`config.mk`:
```
export PLATFORM = sky130hd
export DESIGN_NAME = crc_decel_host
export DESIGN_NICKNAME = d
export VERILOG_FILES = /design/src/rtl/crcdec_pkg.sv /design/src/rtl/crcdec_setup_serializer.sv /design/src/rtl/crc_decel_host.sv
export SDC_FILE = /design/constraint.sdc
export NUM_CORES = 1
export LEC_CHECK = 0
export ABC_AREA = 1
export CORE_MARGIN = 8
export CORE_UTILIZATION = 40
export DETAILED_ROUTE_END_ITERATION = 8
export SKIP_LAST_GASP = 1
export SLEW_MARGIN = 40
export SYNTH_ARGS = -nofsm -noshare
export SYNTH_HDL_FRONTEND = slang
export SYNTH_SLANG_ARGS = --single-unit
export TNS_END_PERCENT = 1
```
`constraint.sdc`:
```
create_clock -name clk -period 6.4 [get_ports clk]
set_clock_uncertainty 0.1 [all_clocks]
set_input_delay 1.92 -clock clk [delete_from_list [all_inputs] [get_ports clk]]
set_output_delay 1.92 -clock clk [all_outputs]
set_load 0.05 [all_outputs]
```
`src/rtl/crcdec_pkg.sv`:
```
// Shared definitions for the CRC decelerator host: nibble-port command codes,
// host FSM states, sampled configuration record and small width helpers.
package crcdec_pkg;

    localparam int CRC_MAX_WIDTH = 32;
    localparam int SHIFT_CYCLES  = 8;

    typedef enum logic [1:0] {
        CMD_RESET   = 2'd0,
        CMD_SETUP   = 2'd1,
        CMD_MESSAGE = 2'd2,
        CMD_FINAL   = 2'd3
    } dut_cmd_e;

    typedef enum logic [3:0] {
        IDLE         = 4'd0,
        SETUP_STREAM = 4'd1,
        SETUP_EXIT   = 4'd2,
        MSG_LEAD     = 4'd3,
        MSG_LO       = 4'd4,
        MSG_HI       = 4'd5,
        MSG_SHIFT    = 4'd6,
        FINAL_WAIT   = 4'd7,
        FINAL_CAP    = 4'd8,
        DONE         = 4'd9
    } host_state_e;

    typedef struct packed {
        logic [5:0]  width;
        logic        reflect_in;
        logic        reflect_out;
        logic [31:0] poly;
        logic [31:0] init;
        logic [31:0] xorv;
    } crc_cfg_t;

    localparam crc_cfg_t CFG_RESET = '{
        width:       6'd32,
        reflect_in:  1'b0,
        reflect_out: 1'b0,
        poly:        32'd0,
        init:        32'd0,
        xorv:        32'd0
    };

    // Legal widths: 8..CRC_MAX_WIDTH in steps of one nibble.
    function automatic logic width_legal(input logic [5:0] w);
        return (w[1:0] == 2'b00) && (w >= 6'd8) && (w <= 6'(CRC_MAX_WIDTH));
    endfunction

    // All-ones mask covering the low w bits.
    function automatic logic [31:0] width_mask(input logic [5:0] w);
        if (w >= 6'(CRC_MAX_WIDTH)) begin
            return 32'hFFFF_FFFF;
        end else begin
            return (32'd1 << w) - 32'd1;
        end
    endfunction

    // Number of result bytes returned by the decelerator: ceil(w/8).
    function automatic logic [3:0] width_bytes(input logic [5:0] w);
        return 4'(({1'b0, w} + 7'd7) >> 3);
    endfunction

endpackage

```
`src/rtl/crcdec_setup_serializer.sv`:
```
// Maps a setup-stream nibble index onto the configuration nibble that the
// decelerator expects: index 0 idle, 1/2 config word, then poly, init and xor
// (N = width/4 nibbles each, least-significant nibble first).
module crcdec_setup_serializer
    import crcdec_pkg::*;
(
    input  crc_cfg_t    cfg,
    input  logic [4:0]  idx,
    output logic [3:0]  nibble
);

    logic [5:0] idx6;
    logic [5:0] n6;
    logic [5:0] init_base;
    logic [5:0] xor_base;
    logic [5:0] end_base;

    assign idx6      = {1'b0, idx};
    assign n6        = {2'b00, cfg.width[5:2]};
    assign init_base = 6'd3 + n6;
    assign xor_base  = init_base + n6;
    assign end_base  = xor_base + n6;

    function automatic logic [3:0] nib_of(input logic [31:0] word, input logic [2:0] k);
        return 4'(word >> {k, 2'b00});
    endfunction

    // Select the nibble for the current index from the sampled configuration.
    always_comb begin
        nibble = 4'h0;
        if (idx6 == 6'd1) begin
            nibble = cfg.width[3:0];
        end else if (idx6 == 6'd2) begin
            nibble = {cfg.width[5], cfg.width[4], cfg.reflect_out, cfg.reflect_in};
        end else if ((idx6 >= 6'd3) && (idx6 < init_base)) begin
            nibble = nib_of(cfg.poly, 3'(idx6 - 6'd3));
        end else if ((idx6 >= init_base) && (idx6 < xor_base)) begin
            nibble = nib_of(cfg.init, 3'(idx6 - init_base));
        end else if ((idx6 >= xor_base) && (idx6 < end_base)) begin
            nibble = nib_of(cfg.xorv, 3'(idx6 - xor_base));
        end else begin
            nibble = 4'h0;
        end
    end

endmodule

```
`src/rtl/crc_decel_host.sv`:
```
// Host controller for a nibble-serial CRC decelerator: streams the setup
// record, feeds message bytes as low/high nibbles followed by shift cycles,
// then collects the result bytes and reports the masked CRC.
module crc_decel_host
    import crcdec_pkg::*;
(
    input  logic        clk,
    input  logic        rst,
    input  logic [5:0]  cfg_width,
    input  logic        cfg_reflect_in,
    input  logic        cfg_reflect_out,
    input  logic [31:0] cfg_poly,
    input  logic [31:0] cfg_init,
    input  logic [31:0] cfg_xor,
    input  logic        setup_req,
    input  logic        msg_valid,
    input  logic [7:0]  msg_data,
    input  logic        msg_last,
    output logic        msg_ready,
    output logic [1:0]  dut_cmd,
    output logic [3:0]  dut_data,
    input  logic [7:0]  dut_io_out,
    output logic        busy,
    output logic [31:0] crc_out,
    output logic        crc_valid,
    output logic        cfg_err,
    output logic        err_underflow
);

    localparam logic [3:0] SHIFT_LAST = 4'(SHIFT_CYCLES - 1);

    host_state_e state_r, state_n;
    crc_cfg_t    cfg_r, cfg_n;
    logic [4:0]  setup_idx_r, setup_idx_n;
    logic [3:0]  cyc_r, cyc_n;
    logic [3:0]  hi_nib_r, hi_nib_n;
    logic        last_r, last_n;
    logic [31:0] cap_r, cap_n;

    logic [1:0]  dut_cmd_r, dut_cmd_n;
    logic [3:0]  dut_data_r, dut_data_n;
    logic        msg_ready_r, msg_ready_n;
    logic        busy_r, busy_n;
    logic [31:0] crc_out_r, crc_out_n;
    logic        crc_valid_r, crc_valid_n;
    logic        cfg_err_r, cfg_err_n;
    logic        err_underflow_r, err_underflow_n;

    logic [3:0]  ser_nibble_s;
    logic [4:0]  setup_last_s;
    logic [3:0]  cap_last_s;

    // Last setup index is 2 + 3N, last capture index is B - 1.
    assign setup_last_s = 5'd2 + {1'b0, cfg_r.width[5:2]} + {cfg_r.width[5:2], 1'b0};
    assign cap_last_s   = width_bytes(cfg_r.width) - 4'd1;

    crcdec_setup_serializer u_ser (
        .cfg    (cfg_r),
        .idx    (setup_idx_n),
        .nibble (ser_nibble_s)
    );

    // The low nibble has to be on the port in the same cycle the byte is
    // offered (msg_ready), so it bypasses the output register.
    assign dut_data      = (state_r == MSG_LO) ? (msg_valid ? msg_data[3:0] : 4'h0) : dut_data_r;
    assign dut_cmd       = dut_cmd_r;
    assign msg_ready     = msg_ready_r;
    assign busy          = busy_r;
    assign crc_out       = crc_out_r;
    assign crc_valid     = crc_valid_r;
    assign cfg_err       = cfg_err_r;
    assign err_underflow = err_underflow_r;

    // Next-state logic plus look-ahead decode of the registered outputs.
    always_comb begin
        state_n         = state_r;
        cfg_n           = cfg_r;
        setup_idx_n     = setup_idx_r;
        cyc_n           = cyc_r;
        hi_nib_n        = hi_nib_r;
        last_n          = last_r;
        cap_n           = cap_r;
        crc_out_n       = crc_out_r;
        cfg_err_n       = 1'b0;
        err_underflow_n = err_underflow_r;

        case (state_r)
            IDLE: begin
                if (setup_req) begin
                    err_underflow_n = 1'b0;
                    if (width_legal(cfg_width)) begin
                        cfg_n = '{width: cfg_width, reflect_in: cfg_reflect_in,
                                  reflect_out: cfg_reflect_out, poly: cfg_poly,
                                  init: cfg_init, xorv: cfg_xor};
                        setup_idx_n = 5'd0;
                        state_n     = SETUP_STREAM;
                    end else begin
                        cfg_err_n = 1'b1;
                        state_n   = IDLE;
                    end
                end else if (msg_valid) begin
                    err_underflow_n = 1'b0;
                    cap_n           = 32'd0;
                    last_n          = 1'b0;
                    state_n         = MSG_LEAD;
                end else begin
                    state_n = IDLE;
                end
            end
            SETUP_STREAM: begin
                if (setup_idx_r == setup_last_s) begin
                    state_n = SETUP_EXIT;
                end else begin
                    setup_idx_n = setup_idx_r + 5'd1;
                end
            end
            // Single RESET cycle closing a setup or an abandoned message.
            SETUP_EXIT: begin
                state_n = IDLE;
            end
            MSG_LEAD: begin
                state_n = MSG_LO;
            end
            MSG_LO: begin
                if (msg_valid) begin
                    hi_nib_n = msg_data[7:4];
                    last_n   = msg_last;
                    state_n  = MSG_HI;
                end else begin
                    err_underflow_n = 1'b1;
                    state_n         = SETUP_EXIT;
                end
            end
            MSG_HI: begin
                cyc_n   = 4'd0;
                state_n = MSG_SHIFT;
            end
            MSG_SHIFT: begin
                if (cyc_r == SHIFT_LAST) begin
                    cyc_n   = 4'd0;
                    state_n = last_r ? FINAL_WAIT : MSG_LO;
                end else begin
                    cyc_n = cyc_r + 4'd1;
                end
            end
            FINAL_WAIT: begin
                cyc_n   = 4'd0;
                state_n = FINAL_CAP;
            end
            FINAL_CAP: begin
                cap_n = cap_r | ({24'd0, dut_io_out} << {cyc_r[1:0], 3'b000});
                if (cyc_r == cap_last_s) begin
                    crc_out_n = cap_n & width_mask(cfg_r.width);
                    state_n   = DONE;
                end else begin
                    cyc_n = cyc_r + 4'd1;
                end
            end
            DONE: begin
                state_n = IDLE;
            end
            default: begin
                state_n = IDLE;
            end
        endcase

        case (state_n)
            SETUP_STREAM: dut_cmd_n = CMD_SETUP;
            MSG_LEAD:     dut_cmd_n = CMD_MESSAGE;
            MSG_LO:       dut_cmd_n = CMD_MESSAGE;
            MSG_HI:       dut_cmd_n = CMD_MESSAGE;
            MSG_SHIFT:    dut_cmd_n = CMD_MESSAGE;
            FINAL_WAIT:   dut_cmd_n = CMD_FINAL;
            FINAL_CAP:    dut_cmd_n = CMD_FINAL;
            default:      dut_cmd_n = CMD_RESET;
        endcase

        case (state_n)
            SETUP_STREAM: dut_data_n = ser_nibble_s;
            MSG_HI:       dut_data_n = hi_nib_n;
            default:      dut_data_n = 4'h0;
        endcase

        msg_ready_n = (state_n == MSG_LO);
        busy_n      = (state_n != IDLE);
        crc_valid_n = (state_n == DONE);
    end

    // State, configuration and output registers with synchronous reset.
    always_ff @(posedge clk) begin
        if (rst) begin
            state_r         <= IDLE;
            cfg_r           <= CFG_RESET;
            setup_idx_r     <= 5'd0;
            cyc_r           <= 4'd0;
            hi_nib_r        <= 4'h0;
            last_r          <= 1'b0;
            cap_r           <= 32'd0;
            dut_cmd_r       <= CMD_RESET;
            dut_data_r      <= 4'h0;
            msg_ready_r     <= 1'b0;
            busy_r          <= 1'b0;
            crc_out_r       <= 32'd0;
            crc_valid_r     <= 1'b0;
            cfg_err_r       <= 1'b0;
            err_underflow_r <= 1'b0;
        end else begin
            state_r         <= state_n;
            cfg_r           <= cfg_n;
            setup_idx_r     <= setup_idx_n;
            cyc_r           <= cyc_n;
            hi_nib_r        <= hi_nib_n;
            last_r          <= last_n;
            cap_r           <= cap_n;
            dut_cmd_r       <= dut_cmd_n;
            dut_data_r      <= dut_data_n;
            msg_ready_r     <= msg_ready_n;
            busy_r          <= busy_n;
            crc_out_r       <= crc_out_n;
            crc_valid_r     <= crc_valid_n;
            cfg_err_r       <= cfg_err_n;
            err_underflow_r <= err_underflow_n;
        end
    end

endmodule

```
==> metrics.txt, run 1 <==
status=finished clean; Worst Min Path Start=crc_out[18]; sequential area share after synthesis=36.4%; synth cell count leaders=nand2_1 (309), nor2_1 (263), dfxtp_1 (197), inv_1 (152), nand3_1 (124); Achievable Freq=0.187 GHz; routability congestion estimate=0.941; Synth top area share=36.4%; most common cell in the synthesized netlist=nand2_1; share of layout cells above drive strength 1=5.73%; Critical R2R Launch=cfg_r[101]; first drt pass iteration count=5; Max clock buf depth=2; Antenna Cells=0; H-tree Lvls=4; largest stage delay on the critical path=810 ps; Routed Antenna Nets=0; synth-to-layout area growth=22.3%; Die ar.=32600 sq um; R2R depth=25; Reg-to-Reg End=dut_data_r[0]; CP dominant cell by count=nand2_1; half-perimeter wire length after placement=25.3 mm; total CTS buffers=17; post-layout util=49.5%; Reg clk slew, reported paths=90 ps; largest net degree at the start of global routing=70; Critical Path RT=6630 ps; WL per Instance=16.5 microns; global route total overflow=0; Max-slew headroom=44.6%; hold path depth=2; setup_tns=0 ps; vias in the first global route=10100; Post-DP Area=12700 sq um; CP arrival=5580 ps; hold bufs inserted after CTS=0; PortBufs=167; crit path from=cfg_r[101]; leakage power=5.55 nW; Iteration-0 DRC Markers=892; Die Width=181 microns; post-synthesis register bit count=197; critical path fanouts, max=32; Yosys cell types=58; setup bufs post-CTS=0; library cell with the largest summed area after synthesis=dfxtp_1; final setup fails=0; Top Ports=168; max-slew violations=0; Final Cycle Share=83.5%; PwrDens=221 nW/um^2; GRT Overall Usage=20.5%; MaxCap Viol Count=0; DR vias=10500; RSZ-0062 raised after global routing=false; Mapped Nets=1744; flop-to-flop setup slack=1050 ps; # fillers=2761; post-CTS resize count=0; Rows=60; Mapped Cells=1581; CP max stage cell=fa_1; Tmin final=5350 ps; Syn. warnings=0; clk_lat worst skew=440 ps; Clock Tree Root=clkbuf_16; Worst IR Drop VDD=0.145 mV; initial antenna violation count=0; CTS tree=built; final WL=33.9 mm; core area=26800 sq um; Clock Sinks=197; startpoint types=flop; final hold viol count=0; HP Class=reg2reg; # nets final=1861; async set-reset flop share out of synthesis=0%; top post-synthesis cells by area=dfxtp_1 (36%), nand2_1 (11%), nor2_1 (9.1%); EDFF count, synth=0; worst slew pin tran=830 ps; Worst Hold End=crc_out[18]; Avg Cell Area, Syn=6.86 sq um; CP Class=reg2reg; predominant post-synthesis flop cell=dfxtp_1; Worst setup EP type=flop; drt drc=0; initial core utilization=40.5%; global-route wire length before repair=54.7 mm; Via density=5.12; Final Cell Area=13300 sq um; die height=181 microns; synthesized area=10800 sq um
per-layer routing:
layer	global-route usage [%]	share of wire (%)
met4	7.31	2.6
met5	0	0
met3	3.85	5.0
met2	33.6	46
met1	26.6	46
worst max-delay path: cells and delay by family (launching register included):
family | cells | cell delay, ps
and+or+nand+nor | 12 | 1360
DFF | 1 | 690
AOI/OAI and AO/OA | 3 | 470
adders and majority gates | 5 | 2040
buffers and inverters | 4 | 420
xor gates and xnor gates | 1 | 160
metrics by stage:
stage | std cells | power, mW | setup slack (ps) | hold WS [ps]
final | 2052 | 2.93 | 1050 | 357
after global routing | 2052 | 3.07 | 566 | 380
after CTS | 2052 | 2.96 | 1050 | 360
after detailed placement | 2020 | 1.84 | 755 | 341
after global placement | 2020 | 1.84 | 843 | 340
after floorplan | 1581 | 1.66 | 1360 | 333
placed cells by master (no fill, tap or decap), drive strengths merged, types with 5 or more instances in the layout:
master         count
a211oi            56
a21oi             84
buf               18
clkbuf            18
clkdlybuf4s50    162
clkinv            10
dfxtp            197
ha                35
inv              175
nand2            314
nand3            128
nand4              8
nor2             273
nor3              16
o211ai             9
o21a               6
o21ai            109
o21bai            24
o31ai              5
xnor2             12
xor2              14
power by group:
| part | total, mW | internal, mW | switching [mW] |
|---|---|---|---|
| Sequential | 1.27 | 1.26 | 0.0169 |
| Combinational | 0.546 | 0.214 | 0.332 |
| Clock | 1.11 | 0.544 | 0.567 |
state kept, by name (all words and copies together), names as in the netlist:
name / count
busy: 1
cap_r: 32
cfg_err: 1
cfg_r: 104
crc_out: 32
crc_valid: 1
cyc_r: 4
dut_cmd: 2
dut_data_r: 4
err_underflow: 1
hi_nib_r: 4
last_r: 1
msg_ready: 1
setup_idx_r: 5
state_r: 4
worst max path at each step:
| stage | end | slack [ps] | depth (start not counted) |
|---|---|---|---|
| after detailed placement | dut_data_r[2] | 760 | 21 |
| after global routing | dut_data_r[1] | 570 | 28 |
| after floorplan | dut_data[0] | 1360 | 4 |
| after CTS | dut_data_r[0] | 1050 | 25 |
| after global placement | dut_data_r[2] | 840 | 21 |
| final | dut_data_r[0] | 1050 | 25 |
area by class of cell:
cell class / count / area, sq um / share of cell area [%]
multi-input combinational: 1130 / 5870 / 44.2
inverter: 172 / 656 / 4.94
clock buffer: 18 / 439 / 3.31
timing repair buffer: 180 / 1760 / 13.2
tap: 341 / 427 / 3.22
sequential: 197 / 3940 / 29.7
clock inverter: 14 / 174 / 1.31
cells by family after synthesis:
| kind of cell | count (synthesis) | synth area share (%) |
|---|---|---|
| adders and majority gates | 38 | 4.59 |
| DFF | 197 | 36.4 |
| and+or+nand+nor | 749 | 29.3 |
| buffers and inverters | 254 | 9.59 |
| AOI/OAI and AO/OA | 313 | 17.6 |
| muxes | 4 | 0.369 |
| xor gates and xnor gates | 26 | 2.17 |
(Power assumes the default switching activity.)
==> run 2, diff against run 1 <==
Clock period 6.4 ns to 4.42 ns, I/O delays scaled along.
==> metrics.txt, run 2 (same netlist as run 1, synthesis figures left out) <==
Iteration-0 DRC Markers=697 (-22%); Antenna Cells=0 (unchanged); first drt pass iteration count=5 (unchanged); critical path fanouts, max=8 (-75%); Tmin final=4190 ps; max reg flops=104 (unchanged); Final Cycle Share=94.7%; clk_lat worst skew=430 ps (about the same); MaxCap Viol Count=0 (unchanged); total CTS buffers=17 (unchanged); synth-to-layout area growth=26.8%; Worst setup EP type=flop; CP Class=in2reg; most frequent cells in the layout=nand2_1 (308), nor2_1 (261), dfxtp_1 (196); Int Power=2.97 mW (+47%); Top Ports=168 (unchanged); Comb power frac=20.4% (+1.8 points); Final Cell Area=13800 sq um (+3.7%); leakage power=5.79 nW (+4.3%); global-route wire length before repair=55.6 mm (+1.7%); # fillers=2729 (-1.2%); routability congestion estimate=0.890 (-5.4%); Die ar.=32600 sq um (unchanged); Clock Sinks=197 (unchanged); initial core utilization=40.5% (unchanged); WL per Instance=16.4 microns (-0.95%); share of layout cells above drive strength 1=8.84% (+3.1 points); Worst IR Drop VDD=0.254 mV (+75%); switch share=31.8% (+0.50 points); CTS tree=built; startpoint types=primary input; largest net degree at the start of global routing=152 (+120%); Post-DP Area=13000 sq um (+2.9%); P_sw=1.38 mW (+51%); RSZ-0062 raised after global routing=true; Achievable Freq=0.239 GHz; # nets final=1904 (+2.3%); initial antenna violation count=0 (unchanged); max-slew violations=0 (unchanged); Reg clk slew, reported paths=80 ps (about the same); half-perimeter wire length after placement=25.5 mm (+0.56%); post-layout util=51.3% (+1.8 points); status=finished clean; Max-slew headroom=38.9% (-5.6 points); PortBufs=167 (unchanged); setup_tns=0 ps (unchanged); Max clock buf depth=2 (unchanged); HP Class=reg2reg; Clock Tree Root=clkbuf_16; CP arrival=4420 ps (-1160 ps); clock share of power=37.3% (-0.6 points); Rows=60 (unchanged); Biggest register=cfg_r; Routed Antenna Nets=0 (unchanged); Via density=5.11 (-0.12%); Die Width=181 microns (unchanged); commonest non-fill, non-tap cell in the layout=nand2_1; global route total overflow=0 (unchanged); final hold viol count=0 (unchanged); final WL=34.3 mm (+1.1%); sequential power share=42.3% (-1.1 points); GRT Overall Usage=20.8% (+0.26 points); PwrDens=316 nW/um^2 (+43%); H-tree Lvls=4 (unchanged); worst slew pin tran=905 ps (+74.1 ps); die height=181 microns (unchanged); final setup fails=0 (unchanged); Critical Path RT=4650 ps (-1980 ps); DR vias=10700 (+2.0%); drt drc=0 (unchanged); core area=26800 sq um (unchanged); vias in the first global route=10500 (+3.7%)
run 2: timing repair:
action	in CTS	in global routing
endpoints found under the setup margin	0	4
gates resized for setup	0	27
hold buffers	0	0
setup buffers	0	4
run 2: stage by stage:
| step | instances | hold slack [ps] | power, mW | worst slack, ps |
|---|---|---|---|---|
| finish | 2095 | 354 | 4.35 | 234 |
| global route | 2095 | 370 | 4.56 | -33.8 |
| CTS | 2090 | 357 | 4.36 | 73.1 |
| detailed placement | 2058 | 345 | 2.74 | -177 |
| global placement | 2058 | 340 | 2.74 | -147 |
| floorplan | 1581 | 333 | 2.40 | 58.7 |
run 2: final timing paths:
check	startpoint	to	slack (ps)	depth (start not counted)
setup / recovery	cfg_width[4]	dut_data_r[2]	230	21
hold / removal	cap_r[0]	cap_r[0]	350	2
setup reg to reg	cfg_r[101]	dut_data_r[2]	280	26
hold reg to reg	cap_r[0]	cap_r[0]	350	2
run 2: layer usage:
metal | track usage [%] | vias to the layer above | wire, microns
met5 | 0 | - | 0
met4 | 6.18 | 0 | 840
met3 | 3.99 | 43 | 1600
met2 | 35.0 | 262 | 16500
met1 | 26.5 | 4930 | 15300
li1 | - | 5477 | -
run 2: final cells by class:
cell class / count / area [sq um] / area share [%]
Clock buffer: 17 / 425 / 3.09
Timing Repair Buffer: 223 / 2160 / 15.7
Sequential cell: 197 / 3950 / 28.7
Inverter: 172 / 656 / 4.77
Tap cell: 341 / 427 / 3.10
Multi-Input combinational cell: 1130 / 5950 / 43.3
Clock inverter: 15 / 191 / 1.39
run 2: worst max-delay path, stage by stage:
cell             delay [ps]
clkdlybuf4s50_1         490
nor2_1                   50
buf_4                   150
a21oi_1                 190
nand4_1                 170
buf_4                   180
nand3_1                 120
nand2_4                  60
inv_1                    70
ha_2                    190
fa_2                    480
buf_4                   180
o21a_1                  190
o21ai_2                 120
nor2_1                   60
nor2_1                  110
nand2_1                  60
nand2_1                  60
nand2_1                  50
nand2_1                  60
nand2_1                  40
run 2: power by group through the flow:
stage	combinational (mW)	clock [mW]	sequential, mW
2_1_floorplan	0.513	0	1.89
5_1_grt	0.987	1.73	1.84
4_1_cts	0.870	1.65	1.84
3_5_place_dp	0.863	0	1.88
3_3_place_gp	0.864	0	1.88
6_report	0.888	1.63	1.84
==> RTL change 1: new RTL, flow settings as in run 2 <==
Compare `cyc_r` against `SHIFT_LAST` with >= in place of ==.
--- a/src/rtl/crc_decel_host.sv
+++ b/src/rtl/crc_decel_host.sv
@@ -137,5 +137,5 @@
             end
             MSG_SHIFT: begin
-                if (cyc_r == SHIFT_LAST) begin
+                if (cyc_r >= SHIFT_LAST) begin
                     cyc_n   = 4'd0;
                     state_n = last_r ? FINAL_WAIT : MSG_LO;
Formal check against the unedited RTL: no difference found for any inputs over 10 cycles, from zero or initial values and one cycle with rst high; that may be too few to reach the edited logic, so the function may still have changed.
==> RTL change 1 against run 2 <==
Synthesized area shrank 0.90%. Die area decreased by 0.82%. Total power down 0.88%. Synthesized cell count rose by 0.57%. Sequential cell count is the same. Sequential power barely moved. Cell area shrank 1.7%. Setup slack improved by 0.12 ns. Global-route usage is 0.79 points lower. Routed wire length shrank 2.7%. Critical path depth is 16 lower. Critical path type is now in2out. Critical endpoint is now dut_data[2].
==> RTL change 1: results <==
[drt]
drt-pass1-iter-count = 6
drt-vias-per-instance = 5.068
totalWireLength_um = 33350
wl_met3_um = 1503
wl_met2_um = 15040
wl_per_cell_um = 15.91
drtIter0Drc = 698

[worst_setup_path]
cpPeakStageDelay_ns = 0.52
cp_max_fo = 6
crit_start = "msg_valid"
reg2reg_slack_ns = 0.37
ff2ff_path_depth = 27

[grt]
grt_first_pass_wirelength_um = 53530
grt_use_met3_pct = 3.226
grt_max_degree = 91
met2_usage_pct = 32.16

[logic_synthesis]
netlist-cell-type-count = 50
seq_area_frac_synth_pct = 36.69
synth_fp_nets = 1753
synth_cells = 1590
synthTopCellsByCount = "nand2_1, dfxtp_1, a21oi_1, inv_1, nor2_1"

[pwr]
power.leakage_nw = 5.547
powerClk_w = 0.00153
switching_share_pct = 31.55

[placed_design]
dp.cells = 2064

[layout]
drive_gt1_share_pct = 8.490

[hold_path]
hold_start = "cfg_r[2]"

[clocking]
clock_latency_ns = 0.45

[outcome]
status = "complete, no violations"
## RTL change 1: cell types whose count changed after synthesis, sizes merged, moves of 4 or more
cell           run 2  this run
nor2             273       129
nand2            314       425
a21oi             84       193
a211oi            56         5
nand3            128       118
o211ai             9         3
o31ai              5        11
o21a               6         1
o21ai            109       114
nand4              8         4
o21bai            24        20
## RTL change 1: cell families after synthesis
family                     synth area share, %
xor gates and xnor gates                 2.119
adders and majority gates                4.633
DFF                                      36.69
buffers and inverters                    9.790
AOI/OAI and AO/OA                        18.66
and+or+nand+nor                          27.73
muxes                                   0.3725
## RTL change 1: worst max path at each step
stage               endpoint  slack (ns)  cells past startpoint
2_1_floorplan  dut_data_r[0]        0.03                     34
3_3_place_gp   dut_data_r[3]        0.01                     24
3_5_place_dp   dut_data_r[2]       -0.13                     24
4_1_cts        dut_data_r[3]        0.15                     28
5_1_grt        dut_data_r[3]        0.02                     30
6_report         dut_data[2]        0.36                      5
## RTL change 1: final cells by class
class / instances / area [um2]
Multi-Input combinational cell: 1137 / 5842
Timing Repair Buffer: 216 / 2090
Tap cell: 341 / 426.7
Sequential cell: 197 / 3946
Clock inverter: 14 / 137.6
Inverter: 174 / 653.1
Clock buffer: 17 / 425.4
Fill cell: 2646 / 13130
## RTL change 1: metrics by stage
step | utilization, % | power (W) | hold WS (ns) | setup WS, ns
2_1_floorplan | - | 0.002457 | 0.3245 | 0.03415
3_3_place_gp | 48.29 | 0.002804 | 0.3397 | 0.01038
3_5_place_dp | 48.29 | 0.002808 | 0.3435 | -0.1269
4_1_cts | 50.40 | 0.004333 | 0.3543 | 0.1523
5_1_grt | 50.73 | 0.004534 | 0.3691 | 0.02435
6_report | 50.73 | 0.004313 | 0.3534 | 0.3553
==> RTL change 2: new RTL, settings of run 2 <==
Made on the original files. `SHIFT_CYCLES`: 8 -> 4.
--- a/src/rtl/crcdec_pkg.sv
+++ b/src/rtl/crcdec_pkg.sv
@@ -4,5 +4,5 @@
 
     localparam int CRC_MAX_WIDTH = 32;
-    localparam int SHIFT_CYCLES  = 8;
+    localparam int SHIFT_CYCLES  = 4;
 
     typedef enum logic [1:0] {
Formal check against the unedited RTL: not equivalent (Yosys sat finds a counterexample within 10 cycles, from zero or initial values and one cycle with rst high).
==> RTL change 2 against run 2 <==
Synthesized area is 0.17% lower. Count of clock-buffer cells in the layout is 1 higher. Via count is 1.1% lower. Setup slack better by 0.061 ns. Routed wire length is 0.84% lower. Sequential power hardly changed. Total power is 0.29% higher. Cell area is 0.71% lower. Sequential cell count stayed put.
==> RTL change 2: results <==
[outcome]
status = "complete, no violations"

[hold_path]
hold_start = "crc_out[30]"

[logic_synthesis]
synthTopCellsByArea = "dfxtp_1, nand2_1, nor2_1"
synth_fp_nets = 1734
seq_area_frac_synth_pct = 36.43
synthTopCellsByCount = "nand2_1, nor2_1, dfxtp_1, inv_1, nand3_1"

[placed_design]
dp_hpwl_um = 25100
place.gp.congestion = 0.8860
dp.cells = 2042

[clocking]
clock_latency_ns = 0.45
root_buffer = "clkbuf_16"

[grt]
met1_usage_pct = 24.63
grt_use_total_pct = 20.71
met2_usage_pct = 36.83
grt_use_met3_pct = 4.274

[drt]
wl_met1_um = 14870
drt-vias-per-instance = 5.109
wl_met3_um = 1674
drtIter0Drc = 694
totalWireLength_um = 33980
vias = 10600
wl_met2_um = 16640

[worst_setup_path]
cpPeakStageDelay_ns = 0.52
slowest_stage = "fa_1"
ff2ff_path_depth = 27
arrival_ns = 4.37
endpoint = "dut_data_r[0]"
crit_start = "cfg_r[101]"
cp_max_fo = 16

[pwr]
combinationalPowerShare_pct = 20.1
power.leakage_nw = 5.782
power_w = 0.004364
intPower_w = 0.003010
clkPwrFrac_pct = 37.8

[layout]
final_nets = 1883
fillers = 2669
drive_gt1_share_pct = 8.309
RTL change 2: cell types whose count changed after synthesis, moves of 4 or more:
cell and change:
o21ai_0 +7, nor3_1 +6, a32o_1 +4, nand4_1 +5, nor2_1 -21, buf_2 +4
inv_1 +6, nand2_1 -10
RTL change 2: worst min path at each step:
| stage | to | slack (ns) |
|---|---|---|
| 6_report | crc_out[30] | 0.35 |
| 5_1_grt | cap_r[8] | 0.38 |
| 4_1_cts | crc_out[22] | 0.36 |
| 3_5_place_dp | crc_out[22] | 0.34 |
| 3_3_place_gp | crc_out[26] | 0.34 |
| 2_1_floorplan | cap_r[0] | 0.33 |
RTL change 2: repair_timing:
action                                  CTS  global route
cloned                                    0             0
pin swaps                                 0             1
gates resized for setup                   1            12
endpoints found under the setup margin    2             4
RTL change 2: metrics by stage:
stage / area (um2) / setup WS, ns / hold slack, ns
floorplan: 10870 / 0.008408 / 0.3327
global placement: 12980 / -0.1904 / 0.3392
detailed placement: 12980 / -0.2524 / 0.3421
CTS: 13620 / 0.06206 / 0.3563
global route: 13660 / -0.02833 / 0.3784
finish: 13660 / 0.2947 / 0.3521
RTL change 2: cell type report:
class                   instances  area (um2)  share of cell area (%)
multi-input cells            1116        5888                   43.12
flip-flops and latches        197        3949                   28.91
repair buffers                215        2098                   15.36
inverters                     173       656.9                   4.810
clock buffers                  18       429.2                   3.142
well taps                     341       426.7                   3.124
clock inverters                14       209.0                   1.530
RTL change 2: kinds of logic after synthesis:
kind of cell | count (synthesis) | share of synthesized area [%]
AND/OR/NAND/NOR | 733 | 29.08
AO/OA/AOI/OAI | 314 | 17.60
multiplexers | 4 | 0.3698
buffers and inverters | 258 | 9.604
flip-flops | 197 | 36.43
XOR/XNOR | 27 | 2.323
adder cells (fa/ha/maj) | 38 | 4.600
